--- config.mk ---
export PLATFORM = sky130hd
export DESIGN_NAME = uart_rx_flat
export DESIGN_NICKNAME = d
export VERILOG_FILES = /design/src/rtl/uart_rx_if.sv /design/src/rtl/uart_rx.sv /design/src/flat_wrapper.sv
export SDC_FILE = /design/constraint.sdc
export NUM_CORES = 1
export LEC_CHECK = 0
export BUFFER_PORTS_ARGS = -buffer_cell sky130_fd_sc_hd__buf_2
export CAP_MARGIN = 30
export CORE_ASPECT_RATIO = 1.25
export CORE_MARGIN = 3
export CORE_UTILIZATION = 62
export DETAILED_ROUTE_END_ITERATION = 16
export HOLD_SLACK_MARGIN = 0.12
export PLACE_DENSITY = 0.85
export SYNTH_ARGS = -nofsm -noshare
export SYNTH_HDL_FRONTEND = slang
export SYNTH_SLANG_ARGS = --single-unit
--- constraint.sdc ---
create_clock -name clk -period 4.6 [get_ports clk]
set_input_delay 0.92 -clock clk [delete_from_list [all_inputs] [get_ports clk]]
set_output_delay 0.92 -clock clk [all_outputs]
set_load 0.05 [all_outputs]
--- src/rtl/uart_rx_if.sv ---
// rtl/uart_rx_if.sv - serial line and received-byte bus of the UART receiver
interface uart_rx_if;
  logic       rx;
  logic [7:0] rx_data;
  logic       rx_valid;
  logic       frame_err;
  logic       busy;

  // receiver side: consumes the line, produces the byte strobe
  modport master (
    input  rx,
    output rx_data,
    output rx_valid,
    output frame_err,
    output busy
  );

  // consumer side: drives the line, observes the received bytes
  modport slave (
    output rx,
    input  rx_data,
    input  rx_valid,
    input  frame_err,
    input  busy
  );
endinterface

--- src/rtl/uart_rx.sv ---
// rtl/uart_rx.sv - 8N1 UART receiver with two-flop input synchroniser
module uart_rx #(
  parameter int CLK_FREQ = 50_000_000,
  parameter int BAUD     = 115_200
) (
  input  logic       clk,
  input  logic       rst_n,
  uart_rx_if.master  bus
);

  localparam int CLKS_PER_BIT = CLK_FREQ / BAUD;
  localparam int HALF_BIT     = CLKS_PER_BIT / 2;
  localparam int CNT_W        = (CLKS_PER_BIT > 1) ? $clog2(CLKS_PER_BIT) : 1;

  localparam logic [CNT_W-1:0] HALF_TC = CNT_W'(HALF_BIT - 1);
  localparam logic [CNT_W-1:0] BIT_TC  = CNT_W'(CLKS_PER_BIT - 1);

  localparam logic [2:0] S_IDLE      = 3'd0;
  localparam logic [2:0] S_START     = 3'd1;
  localparam logic [2:0] S_DATA      = 3'd2;
  localparam logic [2:0] S_STOP      = 3'd3;
  localparam logic [2:0] S_WAIT_IDLE = 3'd4;

  logic             sync1_q, sync1_d;
  logic             rx_s_q, rx_s_d;
  logic [2:0]       state_q, state_d;
  logic [CNT_W-1:0] cnt_q, cnt_d;
  logic [2:0]       idx_q, idx_d;
  logic [7:0]       sr_q, sr_d;
  logic [7:0]       rx_data_q, rx_data_d;
  logic             rx_valid_q, rx_valid_d;
  logic             frame_err_q, frame_err_d;

  // next-state logic: synchroniser shift, bit timing and frame decoding
  always_comb begin
    sync1_d     = bus.rx;
    rx_s_d      = sync1_q;
    state_d     = state_q;
    cnt_d       = cnt_q;
    idx_d       = idx_q;
    sr_d        = sr_q;
    rx_data_d   = rx_data_q;
    rx_valid_d  = 1'b0;
    frame_err_d = 1'b0;

    case (state_q)
      S_IDLE: begin
        cnt_d = '0;
        if (!rx_s_q) state_d = S_START;
      end

      S_START: begin
        if (cnt_q == HALF_TC) begin
          cnt_d = '0;
          if (!rx_s_q) begin
            state_d = S_DATA;
            idx_d   = 3'd0;
          end else begin
            // line went back high before mid start bit: treat as a glitch
            state_d = S_IDLE;
          end
        end else begin
          cnt_d = cnt_q + CNT_W'(1);
        end
      end

      S_DATA: begin
        if (cnt_q == BIT_TC) begin
          cnt_d = '0;
          sr_d  = {rx_s_q, sr_q[7:1]};
          idx_d = idx_q + 3'd1;
          if (idx_q == 3'd7) state_d = S_STOP;
        end else begin
          cnt_d = cnt_q + CNT_W'(1);
        end
      end

      S_STOP: begin
        if (cnt_q == BIT_TC) begin
          cnt_d = '0;
          if (rx_s_q) begin
            rx_data_d  = sr_q;
            rx_valid_d = 1'b1;
            state_d    = S_IDLE;
          end else begin
            frame_err_d = 1'b1;
            state_d     = S_WAIT_IDLE;
          end
        end else begin
          cnt_d = cnt_q + CNT_W'(1);
        end
      end

      S_WAIT_IDLE: begin
        // hold off until the line returns high so a break is not read as data
        cnt_d = '0;
        if (rx_s_q) state_d = S_IDLE;
      end

      default: begin
        cnt_d   = '0;
        state_d = S_IDLE;
      end
    endcase
  end

  // state registers; reset aborts any frame in progress
  always_ff @(posedge clk or negedge rst_n) begin
    if (!rst_n) begin
      sync1_q     <= 1'b1;
      rx_s_q      <= 1'b1;
      state_q     <= S_IDLE;
      cnt_q       <= '0;
      idx_q       <= 3'd0;
      sr_q        <= 8'h00;
      rx_data_q   <= 8'h00;
      rx_valid_q  <= 1'b0;
      frame_err_q <= 1'b0;
    end else begin
      sync1_q     <= sync1_d;
      rx_s_q      <= rx_s_d;
      state_q     <= state_d;
      cnt_q       <= cnt_d;
      idx_q       <= idx_d;
      sr_q        <= sr_d;
      rx_data_q   <= rx_data_d;
      rx_valid_q  <= rx_valid_d;
      frame_err_q <= frame_err_d;
    end
  end

  assign bus.rx_data   = rx_data_q;
  assign bus.rx_valid  = rx_valid_q;
  assign bus.frame_err = frame_err_q;
  assign bus.busy      = (state_q != S_IDLE);

endmodule

--- src/flat_wrapper.sv ---
// flat-port wrapper written by rule: the top's interface ports become plain ports
module uart_rx_flat 
#(
  parameter int CLK_FREQ = 50_000_000,
  parameter int BAUD     = 115_200
)
  (clk, rst_n, bus_rx, bus_rx_data, bus_rx_valid, bus_frame_err, bus_busy);
  uart_rx_if bus_i ();
  input  logic clk;
  input  logic rst_n;
  input wire logic [$bits(bus_i.rx)-1:0] bus_rx;
  output wire logic [$bits(bus_i.rx_data)-1:0] bus_rx_data;
  output wire logic [$bits(bus_i.rx_valid)-1:0] bus_rx_valid;
  output wire logic [$bits(bus_i.frame_err)-1:0] bus_frame_err;
  output wire logic [$bits(bus_i.busy)-1:0] bus_busy;
  assign bus_i.rx = bus_rx;
  assign bus_rx_data = bus_i.rx_data;
  assign bus_rx_valid = bus_i.rx_valid;
  assign bus_frame_err = bus_i.frame_err;
  assign bus_busy = bus_i.busy;
  uart_rx #(.CLK_FREQ(CLK_FREQ), .BAUD(BAUD)) u_core (.clk(clk), .rst_n(rst_n), .bus(bus_i));
endmodule
**Word-level counts from Yosys, hierarchy flattened**

Cells that the tools add are included.

- Add/sub/neg operators: 2
- Equal/unequal tests: 14
- Reduce and logical (&&, ||, !) cells: 8
- Multiplexer cells: 22

Operators by type and width:

| kind | number |
|---|---|
| 2-to-1 mux 3 bit | 10 |
| 2-to-1 mux 9 bit | 2 |
| one-hot mux 9 bit (2 select lines) | 1 |
| one-hot mux 3 bit (5 select lines) | 1 |
| inequality test 2 x 1 -> 1 bit, second input constant | 5 |
| adder 9 x 1 -> 9 bit, second input constant | 1 |
| == test 9 x 8 -> 1 bit, second input constant | 1 |
| == test 9 bit, second input constant | 1 |
| == test 3 x 2 -> 1 bit, second input constant | 2 |
| == test 3 bit, second input constant | 2 |
| 2-to-1 mux 1 bit | 6 |
| one-hot mux 3 bit (2 select lines) | 1 |
| AND reduction 6 bit | 1 |
| inequality test 2 bit, second input constant | 2 |
| AND reduction 4 bit | 1 |
| adder 3 x 1 -> 3 bit, second input constant | 1 |
| == test 3 x 1 -> 1 bit, second input constant | 1 |
| zero test 3 bit | 1 |
| AND reduction 3 bit | 1 |
| nonzero test 3 bit | 1 |
| 2-to-1 mux 2 bit | 1 |
| AND reduction 2 bit | 1 |
| nonzero test 2 bit | 1 |
| OR reduction 2 bit | 1 |

- Register bits after elaboration: 35
- Logic and storage cells: 55

**Logic depth before layout (Yosys ltp)**

Gate-level depths: netlist of run 1.

- Word-level depth: 4
- Depth in mapped cells: 6
- Gate-level depth less buffers: 6

**Worst setup path before layout of run 1**

No wires, ideal clock.

- Path kind: register to output
- Start point: register u_core.state_q[2]
- End point: output port bus_busy
- Arrival: 1.207 ns
- Setup slack: 2.473 ns
- Stages on the path, launching flop included: 3
- Path buffers: 1
- Path through: dfrtp_1 -> clkbuf_1 -> or3_1

- Word-level cells in the longest chain between the ends: 1

Ends and longest elaborated chain:

| what | RTL line | RTL |
|---|---|---|
| start: declaration | uart_rx.sv:26 | `logic [2:0] state_q, state_d;` |
| start signal: assignment | uart_rx.sv:122 | `state_q <= state_d;` |
| nonzero test 3 bit | uart_rx.sv:135 | `assign bus.busy = (state_q != S_IDLE);` |
| end: declaration | flat_wrapper.sv:15 | `output wire logic [$bits(bus_i.busy)-1:0] bus_busy;` |

No other way between the ends.

**Final worst setup path of run 1**

Ends and elaborated chain as after synthesis.

==> results of run 1 <==
[area by class of cell]
class / instances / area (sq um)
fillers: 167 / 558
clock buffers: 5 / 37.5
multi-input cells: 82 / 662
well taps: 31 / 38.8
repair buffers: 13 / 65.1
clock inverters: 3 / 43.8
flip-flops and latches: 35 / 878
inverters: 6 / 22.5
[synthesized netlist by cell type (2+ instances only)]
master	n
xor2_1	3
nor2_1	13
ha_1	5
inv_1	6
nand2b_1	2
mux2i_1	3
nor3_1	4
mux2_2	16
nor3_4	2
xnor2_1	4
and3_1	2
nand3_1	3
nand2_1	6
o41ai_1	2
or3_1	2
dfrtp_1	33
clkbuf_1	2
dfstp_2	2
[power groups by stage]
stage	registers [mW]	clock network, mW	logic, mW
finish	0.310	0.221	0.00766
floorplan	0.316	0	0.00129
detailed placement	0.316	0	0.00815
CTS	0.310	0.227	0.00820
global placement	0.316	0	0.00781
global route	0.311	0.238	0.00928
[flip-flops by register name, summed over array words and instances, names as in the netlist]
name,cells
u_core.cnt_q,9
u_core.bus.frame_err,1
u_core.sr_q,8
u_core.idx_q,3
u_core.rx_s_d,1
u_core.bus.rx_data,8
u_core.state_q,3
u_core.rx_s_q,1
u_core.bus.rx_valid,1
[metal layers]
layer,vias up,wire length [um],GRT usage
met5,-,0,0
met4,0,59,0.0976
met3,8,110,0.0646
met2,21,1480,0.352
met1,503,1140,0.249
li1,469,-,-
[how the worst max path moves through the flow]
stage	end	start	depth (start not counted)	slack, ns
floorplan	bus_busy	u_core.state_q[2]	2	2.47
global placement	bus_busy	u_core.state_q[2]	2	2.57
detailed placement	bus_busy	u_core.state_q[2]	2	2.55
CTS	bus_busy	u_core.state_q[2]	2	2.16
global route	bus_busy	u_core.state_q[2]	2	2.10
finish	bus_busy	u_core.state_q[2]	2	2.16
[metrics by stage]
step | util | instance area [sq um] | hold slack (ns) | total power [mW] | std cells
after global placement | 0.723 | 1670 | 0.346 | 0.324 | 167
after detailed placement | 0.723 | 1670 | 0.348 | 0.324 | 167
after CTS | 0.758 | 1750 | 0.357 | 0.545 | 175
after global routing | 0.758 | 1750 | 0.357 | 0.558 | 175
final | 0.758 | 1750 | 0.356 | 0.539 | 175
after floorplan | - | 1580 | 0.345 | 0.317 | 126
[critical path, cell delays in order (launching register included)]
cell and delay, ns:
dfrtp_1 0.55, or3_1 0.41, buf_2 0.21
[cells by family (layout without fill, tap and decap cells)]
group                      Yosys count  after routing  synth area share
adders and majority gates            5              5            0.0397
xor gates and xnor gates             7              7            0.0389
muxes                               19             19             0.133
DFF                                 35             35             0.558
buffers and inverters                9             27            0.0222
and+or+nand+nor                     43             43             0.168
AOI/OAI and AO/OA                    8              8            0.0405
==> flow_summary.toml, run 1 <==
[status]
status = "finished, final reports clean"

[setup_path]
start_kind = "register"
r2r_start = "u_core.cnt_q[0]"
r2r_slack_ns = 2.53
worstPathArrival_ns = 1.52
crit_type = "register to output port"
path_max_fanout = 12
end_kind = "output port"
ff2ff_path_depth = 6
crit_required_ns = 3.68
rr_endpoint = "u_core.cnt_q[6]"

[timing]
skew_ns = 0.00826
fmax_ghz = 0.410
tns_ns = 0
finalCriticalPeriod_ns = 2.44
setup_viol = 0
maxSlewViolCount = 0
fin_ws_ns = 2.16
slew_headroom = 0.502
finalHoldViolCount = 0
grt_setup_unrepaired = "no"
period_share = 0.530
tightest_slew_ns = 0.747

[floorplanning]
io_pins = 14
start_util = 0.683
dieHeight_um = 62.4
coreArea_sq_um = 2310
die_area_sq_um = 3190
placementRows = 19
die-width_um = 51.1

[final_layout]
insertedDiodeCount = 0
nets = 151
drive_gt1_frac = 0.313
final_common_cell = "dfrtp_1"
final_cell_mix = "33 x dfrtp_1, 16 x mux2_2, 13 x nor2_1, 13 x buf_2"
area_growth_syn_to_layout_pct = 11.0

[drt]
postRouteWirelength_um = 2790
drc_errors = 0
drtIter0Drc = 37
first_pass_iters = 4
vias = 1001
viasPerCell = 5.72
ant_nets = 0
routedWlPerCell_um = 15.9

[synthesis]
yosys_warnings = 0
synth_top_area_cell = "dfrtp_1"
synth_ff_type = "dfrtp_1"
synth_edf_count = 0
synth.avg_cell_area_sq_um = 12.5
synth.distinct_cells = 34
syn_nets = 134
synthCells = 126
ys_ff_latch = 35
async_reset_ff_frac = 1.00
syn_area_sq_um = 1580
synth.area.top_cells = "dfrtp_1 52%, mux2_2 11%, ha_1 4.0%"
ys_seq_area_frac = 0.558
synth_top_area_frac = 0.524

[power]
pwr-share-seq = 0.576
power.share.clock = 0.410
p_leak_nw = 0.877
intPower_mw = 0.425
ir_drop_v = 0.000438
swShare = 0.212
comb_power_share = 0.014
p_switching_mw = 0.114
power_density_nw_per_um2 = 308

[grt]
grt_pass1_vias = 1063
grt.overflow.total = 0
grt_pass1_wl_um = 5020
antenna_found_initial = 0
grtUsageTotal = 0.213
grt_max_degree = 36

[cts]
cts_buffer_depth = 2
cts_root_buf = "clkbuf_4"
cts_buffers = 5
clkSinkCount = 35
cts_hold_buf = 0
path_clk_slew_ns = 0.11
clk_latency_ns = 0.34
tritoncts = "built"
htree_num_levels = 2
cts_resized = 0
postCtsSetupRepairBufs = 0

[place]
post-place-ws_ns = 2.55
io_buffers = 13
dp_hpwl_um = 2040
globalplace.congestion = 0.763

[hold_path]
holdPathEnd = "u_core.rx_s_q"
hp-class = "register to register"
hp-start = "u_core.rx_s_d"
min_path_cells = 0

[flow_run]
cap_violations = 0
Note: power is estimated with default switching activity, not from simulation.
==> run 2: changes to the inputs <==
- ABC_AREA: default -> 1
- CORE_UTILIZATION: 62 -> 52
- PLACE_DENSITY: 0.85 -> 0.76
- clock period: 4.6 -> 2.1 ns (I/O delays scaled with it)
==> flow_summary.toml, run 2 <==
[status]
status = "finished, final reports clean"

[drt]
ant_nets = 0
drtIter0Drc = 62
first_pass_iters = 5
postRouteWirelength_um = 2960
viasPerCell = 5.11
drc_errors = 0
routedWlPerCell_um = 12.3
vias = 1226

[synthesis]
synth.distinct_cells = 25
syn_area_sq_um = 1690
synth.most_common_cell = "nand2_1"
ys_top_cells_by_count = "42 x nand2_1, 33 x dfrtp_1, 22 x inv_1, 16 x nor2_1, 10 x nand3_1"
ys_seq_area_frac = 0.519
synth.area.top_cells = "dfrtp_1 49%, nand2_1 9.3%, inv_1 4.9%"
async_reset_ff_frac = 1.00
synth_ff_type = "dfrtp_1"
synth_top_area_frac = 0.488
synth_edf_count = 0
synthCells = 185
synth_top_area_cell = "dfrtp_1"
syn_nets = 193
ys_ff_latch = 35
synth.avg_cell_area_sq_um = 9.14
yosys_warnings = 0

[timing]
tns_ns = 0
tightest_slew_ns = 0.755
setup_viol = 0
finalCriticalPeriod_ns = 1.66
finalHoldViolCount = 0
skew_ns = 0.0124
fmax_ghz = 0.602
fin_ws_ns = 0.438
grt_setup_unrepaired = "no"
period_share = 0.791
maxSlewViolCount = 0
slew_headroom = 0.497

[grt]
grt_pass1_vias = 1300
grt_max_degree = 36
antenna_found_initial = 0
grtUsageTotal = 0.176
grt_pass1_wl_um = 5460
grt.overflow.total = 0

[power]
power_density_nw_per_um2 = 640
p_leak_nw = 1.00
ir_drop_v = 0.000566

[cts]
cts_buffer_depth = 2
path_clk_slew_ns = 0.10
postCtsSetupRepairBufs = 0
tritoncts = "built"
cts_root_buf = "clkbuf_4"
htree_num_levels = 2
cts_hold_buf = 0
clkSinkCount = 35
clk_latency_ns = 0.34
cts_resized = 0
cts_buffers = 5

[setup_path]
worstPathArrival_ns = 1.24
end_kind = "output port"
crit_type = "register to output port"
critPathSlowestCell = "dfrtp_1"
start_kind = "register"
rr_endpoint = "u_core.bus.rx_data[0]"
ff2ff_path_depth = 9
path_max_fanout = 5
crit_required_ns = 1.68
crit_chain = "nor2_1 -> nand2_1 -> buf_2"
cp_top_family = "flip-flops"
r2r_slack_ns = 0.65
r2r_start = "u_core.cnt_q[1]"
cp_slowest_stage_delay_ns = 0.46
critPathBufInv = 1

[floorplanning]
die-width_um = 57.0
dieHeight_um = 69.8
placementRows = 22
start_util = 0.559
die_area_sq_um = 3980
io_pins = 14
coreArea_sq_um = 3030

[final_layout]
insertedDiodeCount = 0
n_fill_cell = 275
largest_register_ffs = 9
fin_cells = 240
regMostFlops = "u_core.cnt_q"
drive_gt1_frac = 0.270
final_cell_mix = "42 x nand2_1, 33 x dfrtp_1, 22 x inv_1"
final_common_cell = "nand2_1"
area_growth_syn_to_layout_pct = 10.3
nets = 211

[flow_run]
cap_violations = 0

[place]
post-place-ws_ns = 0.638
globalplace.congestion = 0.840
dp_hpwl_um = 2170
dp.cells = 232
io_buffers = 13

[hold_path]
hp-class = "input port to asynchronous set/reset pin"
==> run 2: worst max-delay path by stage <==
| stage | start | endpoint | slack, ns | depth (start not counted) |
|---|---|---|---|---|
| 3_3_place_gp | u_core.cnt_q[1] | u_core.bus.rx_data[6] | 0.70 | 9 |
| 2_1_floorplan | u_core.cnt_q[1] | u_core.bus.rx_data[7] | 0.73 | 10 |
| 3_5_place_dp | u_core.cnt_q[1] | u_core.bus.rx_data[2] | 0.64 | 9 |
| 6_report | u_core.state_q[1] | bus_busy | 0.44 | 3 |
| 5_1_grt | u_core.state_q[1] | bus_busy | 0.31 | 3 |
| 4_1_cts | u_core.state_q[1] | bus_busy | 0.41 | 3 |
==> run 2: final cells by class <==
cell class / count / area, sq um / area share
clock buffers: 6 / 51.3 / 0.0275
clock inverters: 2 / 35.0 / 0.0188
inverters: 28 / 105 / 0.0563
multi-input cells: 120 / 686 / 0.368
flip-flops and latches: 35 / 878 / 0.471
well taps: 36 / 45.0 / 0.0241
repair buffers: 13 / 65.1 / 0.0349
==> run 2: logic make-up after synthesis <==
kind of cell | share of synthesized area
AND/OR/NAND/NOR | 0.269
flip-flops | 0.519
buffers and inverters | 0.0754
AO/OA/AOI/OAI | 0.0888
adder cells (fa/ha/maj) | 0.0370
XOR/XNOR | 0.0104
==> run 2: where the power goes <==
group / leakage (nW) / internal [mW] / switching [mW] / total, mW
sequential: 0.467 / 0.677 / 0.00183 / 0.679
clock: 0.0482 / 0.281 / 0.216 / 0.498
combinational: 0.487 / 0.00241 / 0.0143 / 0.0167
==> run 2: metal layers <==
metal	share of wire	up-vias	routed length [um]	track usage
li1	-	611	-	-
met5	0	-	0	0
met2	0.52	35	1550	0.295
met4	0.023	0	69	0.0902
met1	0.40	574	1190	0.193
met3	0.052	6	153	0.0577
==> run 2: stage by stage <==
step | cell area (sq um) | hold slack, ns | utilization | total power, mW
2_1_floorplan | 1690 | 0.124 | - | 0.694
3_3_place_gp | 1780 | 0.346 | 0.588 | 0.709
3_5_place_dp | 1780 | 0.347 | 0.588 | 0.710
4_1_cts | 1870 | 0.148 | 0.616 | 1.21
5_1_grt | 1870 | 0.150 | 0.616 | 1.25
6_report | 1870 | 0.142 | 0.616 | 1.19
